File: src/rtl/id_ex_ctrl_stage.sv
// id_ex_ctrl_stage: elastic ID/EX control pipeline stage with a 2-entry skid buffer.
// It carries the ALU control fields and an opaque sideband from decode to execute.
//   clk, reset (async, active-low)     : clock and reset
//   flush                              : synchronous kill of all held entries
//   in_valid / in_ready                : decode-side handshake
//   *_in                               : decode-side payload fields
//   out_valid / out_ready              : execute-side handshake
//   *_out                              : presented payload fields, zero when out_valid=0
//   stall_count                        : saturating count of out_valid & ~out_ready cycles
module id_ex_ctrl_stage #(
  parameter int unsigned ALU_OP_WIDTH    = 7,
  parameter int unsigned ALU_FUNC3_WIDTH = 3,
  parameter int unsigned ALU_FUNC7_WIDTH = 7,
  parameter int unsigned SIDEBAND_WIDTH  = 8,
  parameter int unsigned STALL_CNT_WIDTH = 16
) (
  input  logic                       clk,
  input  logic                       reset,
  input  logic                       flush,
  input  logic                       in_valid,
  output logic                       in_ready,
  input  logic                       reg_to_pc_in,
  input  logic                       alu_src_in,
  input  logic [ALU_OP_WIDTH-1:0]    alu_op_in,
  input  logic [ALU_FUNC3_WIDTH-1:0] alu_func3_in,
  input  logic [ALU_FUNC7_WIDTH-1:0] alu_func7_in,
  input  logic [SIDEBAND_WIDTH-1:0]  sideband_in,
  output logic                       out_valid,
  input  logic                       out_ready,
  output logic                       reg_to_pc_out,
  output logic                       alu_src_out,
  output logic [ALU_OP_WIDTH-1:0]    alu_op_out,
  output logic [ALU_FUNC3_WIDTH-1:0] alu_func3_out,
  output logic [ALU_FUNC7_WIDTH-1:0] alu_func7_out,
  output logic [SIDEBAND_WIDTH-1:0]  sideband_out,
  output logic [STALL_CNT_WIDTH-1:0] stall_count
);

  localparam int unsigned PW = 2 + ALU_OP_WIDTH + ALU_FUNC3_WIDTH + ALU_FUNC7_WIDTH
                               + SIDEBAND_WIDTH;
  localparam logic [STALL_CNT_WIDTH-1:0] CNT_MAX = {STALL_CNT_WIDTH{1'b1}};

  typedef enum logic [1:0] {
    EMPTY = 2'd0,
    ONE   = 2'd1,
    FULL  = 2'd2
  } state_e;

  state_e                     state_q, state_d;
  logic [PW-1:0]              main_q, main_d;
  logic [PW-1:0]              skid_q, skid_d;
  logic [STALL_CNT_WIDTH-1:0] stall_q, stall_d;
  logic [PW-1:0]              in_data;
  logic                       in_fire;
  logic                       out_fire;

  assign in_data = {reg_to_pc_in, alu_src_in, alu_op_in, alu_func3_in, alu_func7_in,
                    sideband_in};

  // Handshake derived from registered state (and flush) only, never from out_ready.
  assign in_ready  = (state_q != FULL) & ~flush;
  assign out_valid = (state_q != EMPTY);
  assign in_fire   = in_valid & in_ready;
  assign out_fire  = out_valid & out_ready;

  // NOP bubble: payload forced to zero whenever nothing is presented.
  assign {reg_to_pc_out, alu_src_out, alu_op_out, alu_func3_out, alu_func7_out,
          sideband_out} = out_valid ? main_q : '0;

  assign stall_count = stall_q;

  // State and storage registers.
  always_ff @(posedge clk or negedge reset) begin
    if (!reset) begin
      state_q <= EMPTY;
      main_q  <= '0;
      skid_q  <= '0;
      stall_q <= '0;
    end else begin
      state_q <= state_d;
      main_q  <= main_d;
      skid_q  <= skid_d;
      stall_q <= stall_d;
    end
  end

  // Next-state and datapath selection.
  always_comb begin
    state_d = state_q;
    main_d  = main_q;
    skid_d  = skid_q;

    if (flush) begin
      state_d = EMPTY;
    end else begin
      case (state_q)
        EMPTY: begin
          if (in_fire) begin
            state_d = ONE;
            main_d  = in_data;
          end
        end
        ONE: begin
          if (in_fire && out_fire) begin
            main_d = in_data;
          end else if (in_fire) begin
            state_d = FULL;
            skid_d  = in_data;
          end else if (out_fire) begin
            state_d = EMPTY;
          end
        end
        FULL: begin
          if (out_fire) begin
            state_d = ONE;
            main_d  = skid_q;
          end
        end
        default: begin
          state_d = EMPTY;
        end
      endcase
    end
  end

  // Saturating backpressure counter; counts in the flush cycle as well.
  always_comb begin
    stall_d = stall_q;
    if (out_valid && !out_ready && (stall_q != CNT_MAX)) begin
      stall_d = stall_q + STALL_CNT_WIDTH'(1);
    end
  end

endmodule

File: config.mk
export PLATFORM = sky130hd
export DESIGN_NAME = id_ex_ctrl_stage
export DESIGN_NICKNAME = d
export VERILOG_FILES = /design/src/rtl/id_ex_ctrl_stage.sv
export SDC_FILE = /design/constraint.sdc
export NUM_CORES = 1
export LEC_CHECK = 0
export CAP_MARGIN = 20
export CELL_PAD_IN_SITES_DETAIL_PLACEMENT = 1
export CELL_PAD_IN_SITES_GLOBAL_PLACEMENT = 1
export CORE_UTILIZATION = 38
export CTS_CLUSTER_SIZE = 10
export DETAILED_ROUTE_END_ITERATION = 8
export DONT_BUFFER_PORTS = 1
export GPL_TIMING_DRIVEN = 0
export PLACE_DENSITY_LB_ADDON = 0.1
export SYNTH_ARGS = -nofsm -noshare
export SYNTH_HDL_FRONTEND = slang
export SYNTH_SLANG_ARGS = --single-unit
File: constraint.sdc
create_clock -name clk -period 1.8 [get_ports clk]
set_clock_uncertainty 0.1 [all_clocks]
set_input_delay 0.27 -clock clk [delete_from_list [all_inputs] [get_ports clk]]
set_output_delay 0.27 -clock clk [all_outputs]
set_load 0.005 [all_outputs]
**Word level (Yosys, flattened, before mapping)**

Cells that the tools add are included.

- Bits in registers: 72
- Bits of input ports: 32
- Output and inout port bits: 45

- Add/sub/neg operators: 1
- Equal/unequal tests: 11
- Muxes and demuxes: 12
- Bitwise operators: 5
- Reductions and logical operators: 10

Operators with widths:

| kind | number |
|---|---|
| $mux W27 | 4 |
| $pmux W27 S3 | 1 |
| $add A16 B1 Y16 const B | 1 |
| $ne A16 B16 Y1 const B | 1 |
| $mux W2 | 6 |
| $ne A3 B3 Y1 const B | 3 |
| $ne A2 B2 Y1 const B | 4 |
| $reduce_and A4 Y1 | 2 |
| $pmux W2 S3 | 1 |
| $reduce_and A5 Y1 | 1 |
| $ne A4 B4 Y1 const B | 1 |
| $and A1 B1 Y1 | 3 |
| $logic_and A1 B1 Y1 | 3 |
| $reduce_bool A3 Y1 | 1 |
| $eq A2 B1 Y1 const B | 1 |
| $eq A2 B2 Y1 const B | 1 |
| $logic_not A2 Y1 | 1 |
| $not A1 Y1 | 2 |
| $reduce_bool A2 Y1 | 1 |
| $logic_not A1 Y1 | 1 |

**Longest topological paths before layout**

- Depth in word-level cells: 7
- Gate-level depth with buffers: 6

**Worst setup path after synthesis**

OpenSTA, ideal clock, no wires.

- Path type: register to register
- From: reg state_q[1]
- To: reg main_q[10]
- Library setup time: 125 ps
- Arrival time: 1,585 ps
- Slack: -10 ps
- Stages on the path, launching flop included: 6
- Buffers on the path: 2
- Cells stage by stage: dfrtp_1 > nor2b_1 > buf_2 > buf_2 > mux2_2 > mux2_2

- Cells in the longest elaborated chain, start to end: 6

Ends and longest elaborated chain:

| element | line | RTL |
|---|---|---|
| from (decl) | 49 | `state_e state_q, state_d;` |
| from (signal assigned) | 80 | `state_q <= state_d;` |
| $ne A2 B2 Y1 | 61 | `assign in_ready = (state_q != FULL) & ~flush;` |
| $and A1 B1 Y1 | 61 |  |
| $and A1 B1 Y1 | 63 | `assign in_fire = in_valid & in_ready;` |
| $logic_and A1 B1 Y1 | 104 | `if (in_fire && out_fire) begin` |
| $ne A2 B2 Y1 (no source line) | n/a |  |
| $reduce_and A5 Y1 (no source line) | n/a |  |
| to (signal assigned) | 81 | `main_q <= main_d;` |
| to (decl) | 50 | `logic [PW-1:0] main_q, main_d;` |

Several ways; a longest one is shown, not always the timed one.
A chain may end at the register's enable or synchronous reset.

**Worst setup path after layout**

- From: reg stall_q[1], in the netlist stall_count[1]
- To: reg stall_q[1], in the netlist stall_count[1]

- Cells in the longest elaborated chain, start to end: 2

Ends and longest elaborated chain:

| element | line | RTL |
|---|---|---|
| from (decl) | 52 | `logic [STALL_CNT_WIDTH-1:0] stall_q, stall_d;` |
| from (signal assigned) | 83 | `stall_q <= stall_d;` |
| branches (longest 2 deep; another with $add A16 B1 Y16) | n/a |  |

Parallel ways; which one is timed is not known.

==> flow_summary.yaml <==
pwr:
  p_leak_nw: 1.87
  power_density_nw_per_um2: 953
  ir_worst_vdd_mv: 0.566
  total_power_w: 0.00413
critical_path:
  worstSetupStartpoint: "stall_count[1]$_DFFE_PN0P_"
  ff2ff_setup_slack_ns: 0.04
  start_kind: "flip-flop"
  crit-reg2reg-launch: "stall_count[1]$_DFFE_PN0P_"
  worstPathRequired_ns: 1.92
  critical_path_class: "flip-flop to flip-flop"
  setup.worst_path.end: "stall_count[1]$_DFFE_PN0P_"
  rr_worst_depth: 6
  r2r-end: "stall_count[1]$_DFFE_PN0P_"
  cp_max_fo: 6
  crit_arrival_ns: 1.88
  cp-end-kind: "flip-flop"
synthesis:
  yosysMostFrequentCell: "dfrtp_1"
  yosysWarnings: 0
  synth_edf_count: 0
  synth_area_leaders: "dfrtp_1 (53%), mux2_2 (22%), nor2b_1 (5.3%)"
  synth_area_per_cell_um2: 13.1
  synth_area_um2: 3420
  yosysTopAreaCell: "dfrtp_1"
  seq_area_frac_synth: 0.527
  synth_fp_nets: 294
  synth.ff_latch_count: 72
  postSynth.asyncResetShare: 1.00
  synthDistinctLibCells: 36
  synth_ff_type: "dfrtp_1"
  synth_top_area_share: 0.527
  syn_inst: 261
  synth.top_cells.by_count: "dfrtp_1 (72), mux2_2 (67), nor2b_1 (29)"
layout:
  seqCellArea_um2: 1810
  finalNonFillerCells: 427
  diodes: 0
  nNetsFinal: 347
  drive_above_1_share: 0.429
  post-route-util: 0.497
  fillers: 878
  multi_input_area_um2: 1690
  synthToLayoutAreaGrowth_pct: 26.8
floorplanning:
  fp.dieW_um: 96.9
  dieArea_um2: 9390
  row_count: 34
  pin_count: 77
  core-area_um2: 8720
  initial_core_util: 0.392
  die_y_um: 96.9
clock_tree:
  clock_latency_ns: 0.34
  cts_root_buffer: "clkbuf_8"
  h-tree-depth: 3
  cts_buffers: 9
  hold_buffers: 29
  clk_path_buf_depth: 2
  cts_tree: "built"
  cts_sinks: 72
  clk_pin_slew_ns: 0.08
sta:
  fmax_mhz: 568
  worst_slack_ns: 0.0384
  tightest_slew_ns: 0.323
  hold_viol_final: 72
  period_minus_slack_ns: 1.76
  setup_violations: 0
  rsz0062_at_grt: "yes"
  timing.setup.tns_ns: 0
  final.period_utilization: 0.979
  slew_viol_final: 0
  relSlewSlack: 0.783
  whs_ns: -0.487
placement:
  hpwlAfterDp_um: 4610
  place_inst: 369
  post-place-ws_ns: -0.366
  place.gp.congestion: 0.742
  io_buffers: 0
routing:
  totalWireLength_um: 7630
  vias: 2205
  dr.pass1.iters: 4
  drc_errors: 0
  drt_iter0_markers: 51
  postRouteAntennaNets: 0
  vias_per_cell: 5.16
  wire_per_inst_um: 17.9
global_routing:
  grt_overflow_total: 0
  antenna_found_initial: 0
  first_global_vias: 2349
  grt_pass1_wl_um: 12500
  grt_max_degree: 73
  grt_usage: 0.170
outcome:
  violations: "hold timing"
  status: "finished, violations left"
run:
  maxCapViolCount: 0
min_path:
  hold_class: "input pin to async pin"
==> logic make-up after synthesis <==
logic type	synth area share
xor gates and xnor gates	0.0333
and+or+nand+nor	0.129
muxes	0.276
buffers and inverters	0.0176
AOI/OAI and AO/OA	0.0135
adders and majority gates	0.00366
DFF	0.527
==> timing repair <==
action                                  4_1_cts  5_1_grt
endpoints found under the hold margin       101       72
endpoints found under the setup margin       82       53
resized for setup                            24       35
setup buffers                                 6        7
pin swaps                                     2        4
==> flip-flops by register name, indices dropped and copies added (netlist names) <==
register / cells
main_q: 27
state_q: 2
stall_count: 16
skid_q: 27
==> worst min-delay path by stage <==
stage / from / to / cells after the start
2_1_floorplan: reset / main_q[0]$_DFFE_PN0P_ / 0
3_3_place_gp: reset / main_q[6]$_DFFE_PN0P_ / 0
3_5_place_dp: reset / main_q[6]$_DFFE_PN0P_ / 0
4_1_cts: reset / main_q[6]$_DFFE_PN0P_ / 0
5_1_grt: reset / main_q[20]$_DFFE_PN0P_ / 0
6_report: reset / main_q[0]$_DFFE_PN0P_ / 0
==> metrics by stage <==
step | cell area, um^2 | hold slack (ns)
6_report | 4340 | -0.487
3_5_place_dp | 3560 | -0.124
2_1_floorplan | 3420 | -0.126
3_3_place_gp | 3560 | -0.124
4_1_cts | 4130 | -0.505
5_1_grt | 4340 | -0.513
==> layout by cell type (no fill, tap or decap), types with 6 or more instances in the layout <==
master / netlist / final
dfrtp_2: 0 / 9
mux2_4: 0 / 10
dfrtp_1: 72 / 63
mux2_1: 16 / 6
nor2b_1: 29 / 27
xor2_1: 8 / 8
dlygate4sd3_1: 0 / 29
nor2_1: 8 / 7
nand3_1: 8 / 6
buf_4: 1 / 9
clkbuf_8: 0 / 10
mux2_2: 67 / 67
==> area by class of cell <==
class,count,share of cell area
multi-input cells,176,0.389
well taps,108,0.0312
inverters,2,0.00173
flip-flops and latches,72,0.418
plain buffers,11,0.0260
clock buffers,13,0.0343
repair buffers,42,0.0958
clock inverters,3,0.00404
==> critical path, cell delays in order (launching register included) <==
cell and delay (ns):
dfrtp_2 0.43, ha_4 0.16, nand3_4 0.11, nor4_4 0.32, buf_6 0.17, nor2_2 0.05, mux2_4 0.30
==> metal layers <==
metal  vias to the layer above  routed length [um]  track usage
li1                       1026                   -            -
met4                         0                 111       0.0654
met3                        10                 330       0.0419
met1                      1116                3480        0.225
met2                        53                3700        0.269
met5                         -                   0            0
==> report_power, final <==
group          internal, W  switching [W]
combinational     0.000511       0.000261
clock             0.000536       0.000596
sequential         0.00198       0.000252
total              0.00302        0.00111
Power figures use the tool's default switching activity.
